File: src/rtl/gmii_pkg.sv
// ---------------------------------------------------------------------------
// gmii_pkg
//   Shared constants and types for the GMII receive framing stage:
//   preamble/SFD byte values, CRC-32 (reflected) constants and the receive
//   FSM state type.
// ---------------------------------------------------------------------------
package gmii_pkg;

    localparam logic [7:0]  GMII_PREAMBLE = 8'h55;
    localparam logic [7:0]  GMII_SFD      = 8'hD5;

    localparam logic [31:0] CRC32_POLY    = 32'hEDB88320;
    localparam logic [31:0] CRC32_INIT    = 32'hFFFFFFFF;
    // Register value left behind after clocking a frame plus its own FCS
    localparam logic [31:0] CRC32_RESIDUE = 32'hDEBB20E3;

    typedef enum logic [2:0] {
        ST_WAIT_IDLE,
        ST_IDLE,
        ST_PRE,
        ST_DATA,
        ST_DROP
    } rx_state_t;

endpackage

File: src/rtl/crc32_d8.sv
// ---------------------------------------------------------------------------
// crc32_d8
//   Combinational next-state of the reflected CRC-32 for one data byte,
//   processed LSB first.
//   Ports:
//     i_crc   in  32  current CRC register
//     i_data  in   8  data byte
//     o_crc   out 32  CRC register after absorbing i_data
// ---------------------------------------------------------------------------
module crc32_d8 (
    input  logic [31:0] i_crc,
    input  logic [7:0]  i_data,
    output logic [31:0] o_crc
);
    import gmii_pkg::*;

    logic [31:0] w_c;

    always_comb begin
        w_c = i_crc ^ {24'h0, i_data};
        for (int unsigned i = 0; i < 8; i++) begin
            w_c = w_c[0] ? ((w_c >> 1) ^ CRC32_POLY) : (w_c >> 1);
        end
        o_crc = w_c;
    end

endmodule

File: src/rtl/gmii_rx_fcs_strip.sv
// ---------------------------------------------------------------------------
// gmii_rx_fcs_strip
//   GMII receive framing stage: checks preamble/SFD, runs CRC-32 over the
//   MAC frame, removes the trailing 4-byte FCS from the forwarded stream and
//   reports one status word per frame.
//   Ports:
//     clk            in   1  receive clock, one byte per cycle
//     rst            in   1  synchronous reset, active-high
//     gmii_rx_dv     in   1  PHY receive data valid
//     gmii_rx_er     in   1  PHY receive error
//     gmii_rxd       in   8  PHY receive data
//     out_gmii_dv    out  1  forwarded data valid (preamble+SFD+frame)
//     out_gmii_er    out  1  forwarded error, aligned with out_gmii_data
//     out_gmii_data  out  8  forwarded data byte
//     frame_done     out  1  one-cycle pulse, status outputs updated
//     fcs_ok         out  1  CRC residue matched
//     len_ok         out  1  MIN_LEN <= raw byte count <= MAX_LEN
//     rx_err_seen    out  1  gmii_rx_er seen during the frame
//     frame_len      out 11  byte count without FCS, floored at 0
// ---------------------------------------------------------------------------
module gmii_rx_fcs_strip #(
    parameter int unsigned MIN_LEN   = 64,
    parameter int unsigned MAX_LEN   = 1518,
    parameter bit          STRIP_FCS = 1'b1
) (
    input  logic        clk,
    input  logic        rst,
    input  logic        gmii_rx_dv,
    input  logic        gmii_rx_er,
    input  logic [7:0]  gmii_rxd,
    output logic        out_gmii_dv,
    output logic        out_gmii_er,
    output logic [7:0]  out_gmii_data,
    output logic        frame_done,
    output logic        fcs_ok,
    output logic        len_ok,
    output logic        rx_err_seen,
    output logic [10:0] frame_len
);
    import gmii_pkg::*;

    localparam logic [10:0] LP_MIN = 11'(MIN_LEN);
    localparam logic [10:0] LP_MAX = 11'(MAX_LEN);

    rx_state_t        r_state;
    logic [3:0][7:0]  r_dat;
    logic [3:0]       r_er;
    logic [3:0]       r_vld;
    logic [31:0]      r_crc;
    logic [10:0]      r_cnt;
    logic             r_err;

    logic [31:0]      w_crc_next;
    logic             w_hunting;
    logic             w_drop_byte;
    logic             w_s0_vld;
    logic             w_force_off;
    logic             w_out_dv;

    crc32_d8 u_crc (
        .i_crc  (r_crc),
        .i_data (gmii_rxd),
        .o_crc  (w_crc_next)
    );

    assign w_hunting   = (r_state == ST_IDLE) || (r_state == ST_PRE);
    assign w_force_off = (r_state == ST_DROP) || (r_state == ST_WAIT_IDLE);

    // Byte that belongs to a rejected burst (or the tail of a burst after reset)
    assign w_drop_byte = gmii_rx_dv &&
                         (w_force_off ||
                          (w_hunting && gmii_rxd != GMII_PREAMBLE && gmii_rxd != GMII_SFD));

    // Without stripping, the valid bit cannot be gated by the live dv at the
    // output, so rejected bytes are tagged invalid on entry instead.
    assign w_s0_vld = gmii_rx_dv & (STRIP_FCS | ~w_drop_byte);

    // ---------------- delay line ----------------
    always_ff @(posedge clk) begin
        r_dat <= {r_dat[2:0], gmii_rxd};
        r_er  <= {r_er[2:0], gmii_rx_er};
        if (rst) begin
            r_vld <= '0;
        end else if (STRIP_FCS && !gmii_rx_dv) begin
            r_vld <= '0;
        end else begin
            r_vld <= {r_vld[2:0], w_s0_vld};
        end
    end

    // With stripping, a stage-3 byte goes out only while the burst is still
    // running, i.e. when at least four more bytes have followed it.
    assign w_out_dv      = STRIP_FCS ? (gmii_rx_dv & r_vld[3] & ~w_force_off) : r_vld[3];
    assign out_gmii_dv   = w_out_dv;
    assign out_gmii_er   = w_out_dv & r_er[3];
    assign out_gmii_data = w_out_dv ? r_dat[3] : '0;

    // ---------------- FSM, CRC, length, status ----------------
    always_ff @(posedge clk) begin
        if (rst) begin
            r_state     <= ST_WAIT_IDLE;
            r_crc       <= CRC32_INIT;
            r_cnt       <= '0;
            r_err       <= 1'b0;
            frame_done  <= 1'b0;
            fcs_ok      <= 1'b0;
            len_ok      <= 1'b0;
            rx_err_seen <= 1'b0;
            frame_len   <= '0;
        end else begin
            frame_done <= 1'b0;
            case (r_state)
                ST_WAIT_IDLE: begin
                    if (!gmii_rx_dv) r_state <= ST_IDLE;
                end
                ST_IDLE, ST_PRE: begin
                    if (gmii_rx_dv) begin
                        if (gmii_rxd == GMII_SFD) begin
                            r_state <= ST_DATA;
                            r_crc   <= CRC32_INIT;
                            r_cnt   <= '0;
                            r_err   <= 1'b0;
                        end else if (gmii_rxd == GMII_PREAMBLE) begin
                            r_state <= ST_PRE;
                        end else begin
                            r_state <= ST_DROP;
                        end
                    end else begin
                        r_state <= ST_IDLE;
                    end
                end
                ST_DATA: begin
                    if (gmii_rx_dv) begin
                        r_crc <= w_crc_next;
                        if (r_cnt != '1) r_cnt <= r_cnt + 11'd1;
                        r_err <= r_err | gmii_rx_er;
                    end else begin
                        r_state     <= ST_IDLE;
                        frame_done  <= 1'b1;
                        fcs_ok      <= (r_crc == CRC32_RESIDUE);
                        len_ok      <= (r_cnt >= LP_MIN) && (r_cnt <= LP_MAX);
                        rx_err_seen <= r_err;
                        frame_len   <= (r_cnt >= 11'd4) ? (r_cnt - 11'd4) : '0;
                    end
                end
                ST_DROP: begin
                    if (!gmii_rx_dv) r_state <= ST_IDLE;
                end
                default: r_state <= ST_WAIT_IDLE;
            endcase
        end
    end

endmodule
File: config.mk
export PLATFORM = sky130hd
export DESIGN_NAME = gmii_rx_fcs_strip
export DESIGN_NICKNAME = d
export VERILOG_FILES = /design/src/rtl/gmii_pkg.sv /design/src/rtl/crc32_d8.sv /design/src/rtl/gmii_rx_fcs_strip.sv
export SDC_FILE = /design/constraint.sdc
export NUM_CORES = 1
export LEC_CHECK = 0
export CAP_MARGIN = 0
export CORE_MARGIN = 4
export CORE_UTILIZATION = 40
export DETAILED_ROUTE_END_ITERATION = 8
export GPL_TIMING_DRIVEN = 0
export PLACE_DENSITY_LB_ADDON = 0.12
export SETUP_SLACK_MARGIN = 0.2
export SLEW_MARGIN = 30
export SYNTH_ARGS = -nofsm -noshare
export SYNTH_HDL_FRONTEND = slang
export SYNTH_SLANG_ARGS = --single-unit
File: constraint.sdc
create_clock -name clk -period 3.7 [get_ports clk]
set_clock_uncertainty 0.2 [all_clocks]
set_input_delay 0.37 -clock clk [delete_from_list [all_inputs] [get_ports clk]]
set_output_delay 0.37 -clock clk [all_outputs]
set_load 0.05 [all_outputs]
Word-level counts from Yosys, hierarchy flattened
Cells that the tools add are included.
- add/sub/neg operators: 2
- order comparisons: 3
- eq/ne operators: 13
- muxes and demuxes: 30
- bitwise operators: 16
- reductions and logical operators: 11
- operator list (kind ; count):
    2-to-1 mux 32 bit ; 11
    NOT 13 -> 14 bit ; 8
    case mux 32 bit (2 select lines) ; 1
    2-to-1 mux 11 bit ; 5
    equality test 32 bit, second input constant ; 1
    bitwise XOR 32 x 8 -> 32 bit ; 1
    case mux 11 bit (2 select lines) ; 1
    2-to-1 mux 3 bit ; 4
    adder 11 x 1 -> 11 bit, second input constant ; 1
    >= comparator 11 x 3 -> 1 bit, second input constant ; 1
    >= comparator 11 x 7 -> 1 bit, second input constant ; 1
    <= comparator 11 bit, second input constant ; 1
    != test 11 bit, second input constant ; 1
    subtractor 11 x 3 -> 11 bit, second input constant ; 1
    != test 2 bit, second input constant ; 5
    equality test 8 x 7 -> 1 bit, second input constant ; 1
    equality test 8 bit, second input constant ; 1
    2-to-1 mux 8 bit ; 1
    equality test 3 x 2 -> 1 bit, second input constant ; 2
    case mux 3 bit (2 select lines) ; 1
    OR reduction 2 bit ; 3
    2-to-1 mux 1 bit ; 5
    AND reduction 5 bit ; 1
    AND reduction 4 bit ; 1
    12 further kinds ; 16
- register bits after elaboration: 102
- output and inout bits: 25
- word-level logic and storage cells: 91

Logic depth before layout (Yosys ltp)
- depth after elaboration: 19
- gate-level depth with buffers: 8

Modules after synthesis
Synthesis repeated with hierarchy kept, for this count alone.
- cells, all modules: 469
- area, all modules: 4380.5 sq um
- modules (own cells, without submodules) (module ; instances ; cells an instance ; area an instance (sq um) ; seq. area each (sq um)):
    gmii_rx_fcs_strip ; 1 ; 397 ; 3618.5 ; 2042.0
    crc32_d8 ; 1 ; 72 ; 762.0 ; 0.0

Worst setup path after synthesis
No wires, ideal clock.
- path kind: flip-flop to output port
- start point: reg r_state[1]
- end point: out out_gmii_data[0]
- arrival time: 1.497 ns
- slack: 1.633 ns
- cell stages (with the launch flop): 4
- cell sequence: dfxtp_1 > buf_2 > o211a_1 > and2_1
- word-level cells in the longest chain between the ends: 5
- elaborated cells between the ends (all ways): 6
- those cells by class: 1 x eq/ne; 1 x mux; 2 x bitwise; 2 x reduce/logical
- ends and longest elaborated chain (item ; RTL line ; text):
    start, declared ; gmii_rx_fcs_strip.sv:45 ; rx_state_t r_state;
    start signal, assigned ; gmii_rx_fcs_strip.sv:101 ; r_state <= ST_WAIT_IDLE;
    start signal, assigned ; gmii_rx_fcs_strip.sv:114 ; if (!gmii_rx_dv) r_state <= ST_IDLE;
    start signal, assigned ; gmii_rx_fcs_strip.sv:119 ; r_state <= ST_DATA;
    equality test 3 bit or zero test 3 bit (tied branches) ; gmii_rx_fcs_strip.sv:67 ; assign w_force_off = (r_state == ST_DROP) || (r_state == ST_WAIT_IDLE);
    logical OR 1 bit (*) ; gmii_rx_fcs_strip.sv:67 ;
    NOT 1 bit (*) ; gmii_rx_fcs_strip.sv:93 ; assign w_out_dv = STRIP_FCS ? (gmii_rx_dv & r_vld[3] & ~w_force_off) : r_vld[3];
    AND 1 bit (*) ; gmii_rx_fcs_strip.sv:93 ;
    net out_gmii_dv ; gmii_rx_fcs_strip.sv:31 ; output logic out_gmii_dv,
    2-to-1 mux 8 bit (*) ; gmii_rx_fcs_strip.sv:96 ; assign out_gmii_data = w_out_dv ? r_dat[3] : '0;
    end, declared ; gmii_rx_fcs_strip.sv:33 ; output logic [7:0] out_gmii_data,
The timed path passes the listed nets; every way through them passes the cells marked *.

Worst setup path after layout
- start point: in gmii_rx_dv
- end point: out out_gmii_data[3]
- word-level cells in the longest chain between the ends: 3
- ends and longest elaborated chain (item ; RTL line ; text):
    start, declared ; gmii_rx_fcs_strip.sv:28 ; input logic gmii_rx_dv,
    AND 1 bit (2 in a row) ; gmii_rx_fcs_strip.sv:93 ;
    2-to-1 mux 8 bit ; gmii_rx_fcs_strip.sv:96 ;
No other way between the ends.

==> metrics.yaml <==
outcome:
  status: "complete, no violations"
logic_synthesis:
  synth_cells: 421
  yosysSeqAreaShare: 0.464
  synth_flop_cell: "dfxtp_1"
  synth-compound-area-share: 0.103
  syn_nets: 438
  avgSynthCellArea_um2: 10.4
  yosys_warnings: 0
  synth_edf_count: 0
  synthXorXnorAreaFrac: 0.223
  ys_ff_latch: 102
  synth.mux.area_fraction: 0
  ys_types: 56
  synth_fa_ha_area_frac: 0.0142
  synth-simple-area-share: 0.169
  syn_area_mm2: 0.00440
  postSynth.asyncResetShare: 0
  synth_top_family_by_area: "XOR/XNOR gates"
cells_and_area:
  area_delta_synth_final_pct: 16.5
  regArea_mm2: 0.00204
  fill_cells: 1010
  instances_no_fill: 612
  drive_above_1_share: 0.0975
  antenna_cells: 0
  multiInputGateArea_mm2: 0.00224
  layout.nets: 484
place:
  place_inst: 596
  place_ws_ns: 0.799
  globalplace.congestion: 0.837
  dpl.hpwl_mm: 7.07
  io_buffer_count: 35
clock_tree:
  cts_tree: "built"
  htreeDepth: 3
  root_buffer: "clkbuf_8"
  clock_path_buffers: 2
  path_clk_slew_ns: 0.09
  insertion_delay_ns: 0.36
  postCtsSetupBuffers: 0
  cts_made_buffers: 9
  cts_hold_buf: 0
  clock-sinks: 102
  cts_resized: 0
timing:
  tns_ns: 0
  setup_viol: 0
  hold_viol_final: 0
  worst_pin_slew_ns: 0.772
  period_needed_ns: 2.86
  fmax_mhz: 350
  finalMaxSlewViolations: 0
  rsz0062_at_grt: "false"
  min_period_over_period: 0.772
  timing.final.ws_setup_ns: 0.843
  relSlewSlack: 0.482
detailed_routing:
  antenna_left: 0
  drtPass1Iterations: 4
  drc: 0
  wire_per_inst_um: 15.9
  drt_wl_total_mm: 9.73
  via_per_inst: 5.09
  vias: 3115
  drtIter0Drc: 234
global_route:
  grt_pass1_wl_mm: 16.0
  antenna_found_initial: 0
  grt_util_met1: 0.220
  gr-usage-met3: 0.0305
  grt_usage: 0.158
  gr-total-overflow: 0
  grt_max_degree: 18
  top_usage_layer: "met2"
  met2_usage: 0.251
  grt_pass1_vias: 3020
worst_setup_path:
  timing_worst_setup_path_type: "in -> out"
  end_kind: "primary output"
  worstPathArrival_ns: 2.29
  worst-path-max-fanout: 10
  cp.required_ns: 3.13
  startpoint_type: "primary input"
power:
  vdd_ir_drop_max_v: 0.000197
  leakage_nw: 1.98
  p_per_area_mw_per_mm2: 402
die:
  core_region_area_mm2: 0.0108
  fp.dieW_um: 113
  core.rowCount: 38
  io_pins: 37
  start_util: 0.407
  die_area_mm2: 0.0127
  dieHeight_um: 113
worst_hold_path:
  min_path_type: "reg -> reg"
run:
  maxCapViolCount: 0
## critical path, cell delays in order
cell and delay (ns):
clkdlybuf4s50_1 0.61, o211a_1 0.34, and2_1 0.17, clkdlybuf4s50_1 0.80
## worst paths after layout
check / startpoint / end / slack, ns / cells after the start
worst max register to register: r_state[1] / r_cnt[8] / 1.40 / 7
worst max-delay path: gmii_rx_dv / out_gmii_data[3] / 0.84 / 4
worst min-delay path: r_dat[8] / r_dat[16] / 0.13 / 0
worst min register to register: r_dat[8] / r_dat[16] / 0.13 / 0
## power breakdown
part	internal, mW	total [mW]	switching [mW]	leakage (nW)
registers	1.12	1.12	0.00462	0.837
logic	0.108	0.217	0.109	1.06
clock network	0.318	0.717	0.399	0.0867
## cell usage in the layout (no fill, tap or decap), drive strengths merged, types with 2 or more instances in the layout
master         instances
o22ai                  9
dfxtp                102
nand4                  5
xnor3                  4
nand2b                12
nor4                   7
nand2                 33
nor3                   7
or2                    3
buf                    9
xnor2                 57
o21ai                  4
o21bai                 2
nor2                  32
inv                    7
clkinvlp               4
a31oi                  3
a211oi                 2
a22oi                 10
xor2                  19
a311oi                 3
xor3                   4
nand4b                 3
clkdlybuf4s50         35
and2                  13
nor4b                  2
o211ai                15
ha                     5
and4bb                 2
clkbuf                23
nand3                  8
a21oi                  8
## kinds of logic (layout without fill, tap and decap cells)
family / count (synthesis) / in the layout
DFF: 102 / 102
and+or+nand+nor: 139 / 139
AOI/OAI and AO/OA: 63 / 63
buffers and inverters: 28 / 79
adders and majority gates: 5 / 5
xor gates and xnor gates: 84 / 84
## synthesized netlist by cell type (all sizes together) (2+ instances only)
cell | number | area, um^2
nand3 | 8 | 40.0
nand4b | 3 | 26.3
xor3 | 4 | 96.3
or2 | 3 | 18.8
o22ai | 9 | 56.3
and2 | 13 | 81.3
nand2b | 12 | 75.1
nor2 | 32 | 120
nand2 | 33 | 124
nor4 | 7 | 43.8
xor2 | 19 | 166
a21oi | 8 | 40.0
o211ai | 15 | 113
buf | 9 | 47.6
xnor2 | 57 | 627
a22oi | 10 | 75.1
a31oi | 3 | 25.0
nor4b | 2 | 17.5
ha | 5 | 62.6
o21bai | 2 | 15.0
and4bb | 2 | 25.0
inv | 6 | 22.5
a211oi | 2 | 15.0
a311oi | 3 | 26.3
clkbuf | 13 | 48.8
nor3 | 7 | 40.0
o21ai | 4 | 20.0
dfxtp | 102 | 2040
xnor3 | 4 | 90.1
nand4 | 5 | 31.3
## sequential cells by signal, indices dropped and copies added (netlist names)
signal and cells:
fcs_ok 1, frame_done 1, frame_len 11, len_ok 1, r_cnt 11, r_crc 32, r_dat 32, r_er 4
r_err 1, r_state 3, r_vld 4, rx_err_seen 1
## per-layer routing
layer / wire, um / vias up
li1: - / 1542
met1: 4730 / 1514
met2: 4550 / 51
met3: 364 / 8
met4: 86 / 0
met5: 0 / -
## stage by stage
stage               hold slack, ns  utilization  power (mW)  cell area [um^2]
global route                 0.138        0.475        2.14              5120
global placement             0.110        0.456        1.37              4920
finish                       0.129        0.475        2.06              5120
CTS                          0.134        0.475        2.09              5120
floorplan                    0.110            -        1.31              4400
detailed placement           0.112        0.456        1.37              4920
## layout make-up
cell class / count / share of cell area
multi-input combinational: 291 / 0.437
tap: 140 / 0.0342
timing repair buffer: 35 / 0.0684
clock inverter: 6 / 0.0139
sequential: 102 / 0.399
buffer: 22 / 0.0188
clock buffer: 10 / 0.0249
inverter: 6 / 0.00440
No activity file was read; power rests on OpenSTA's default activity.
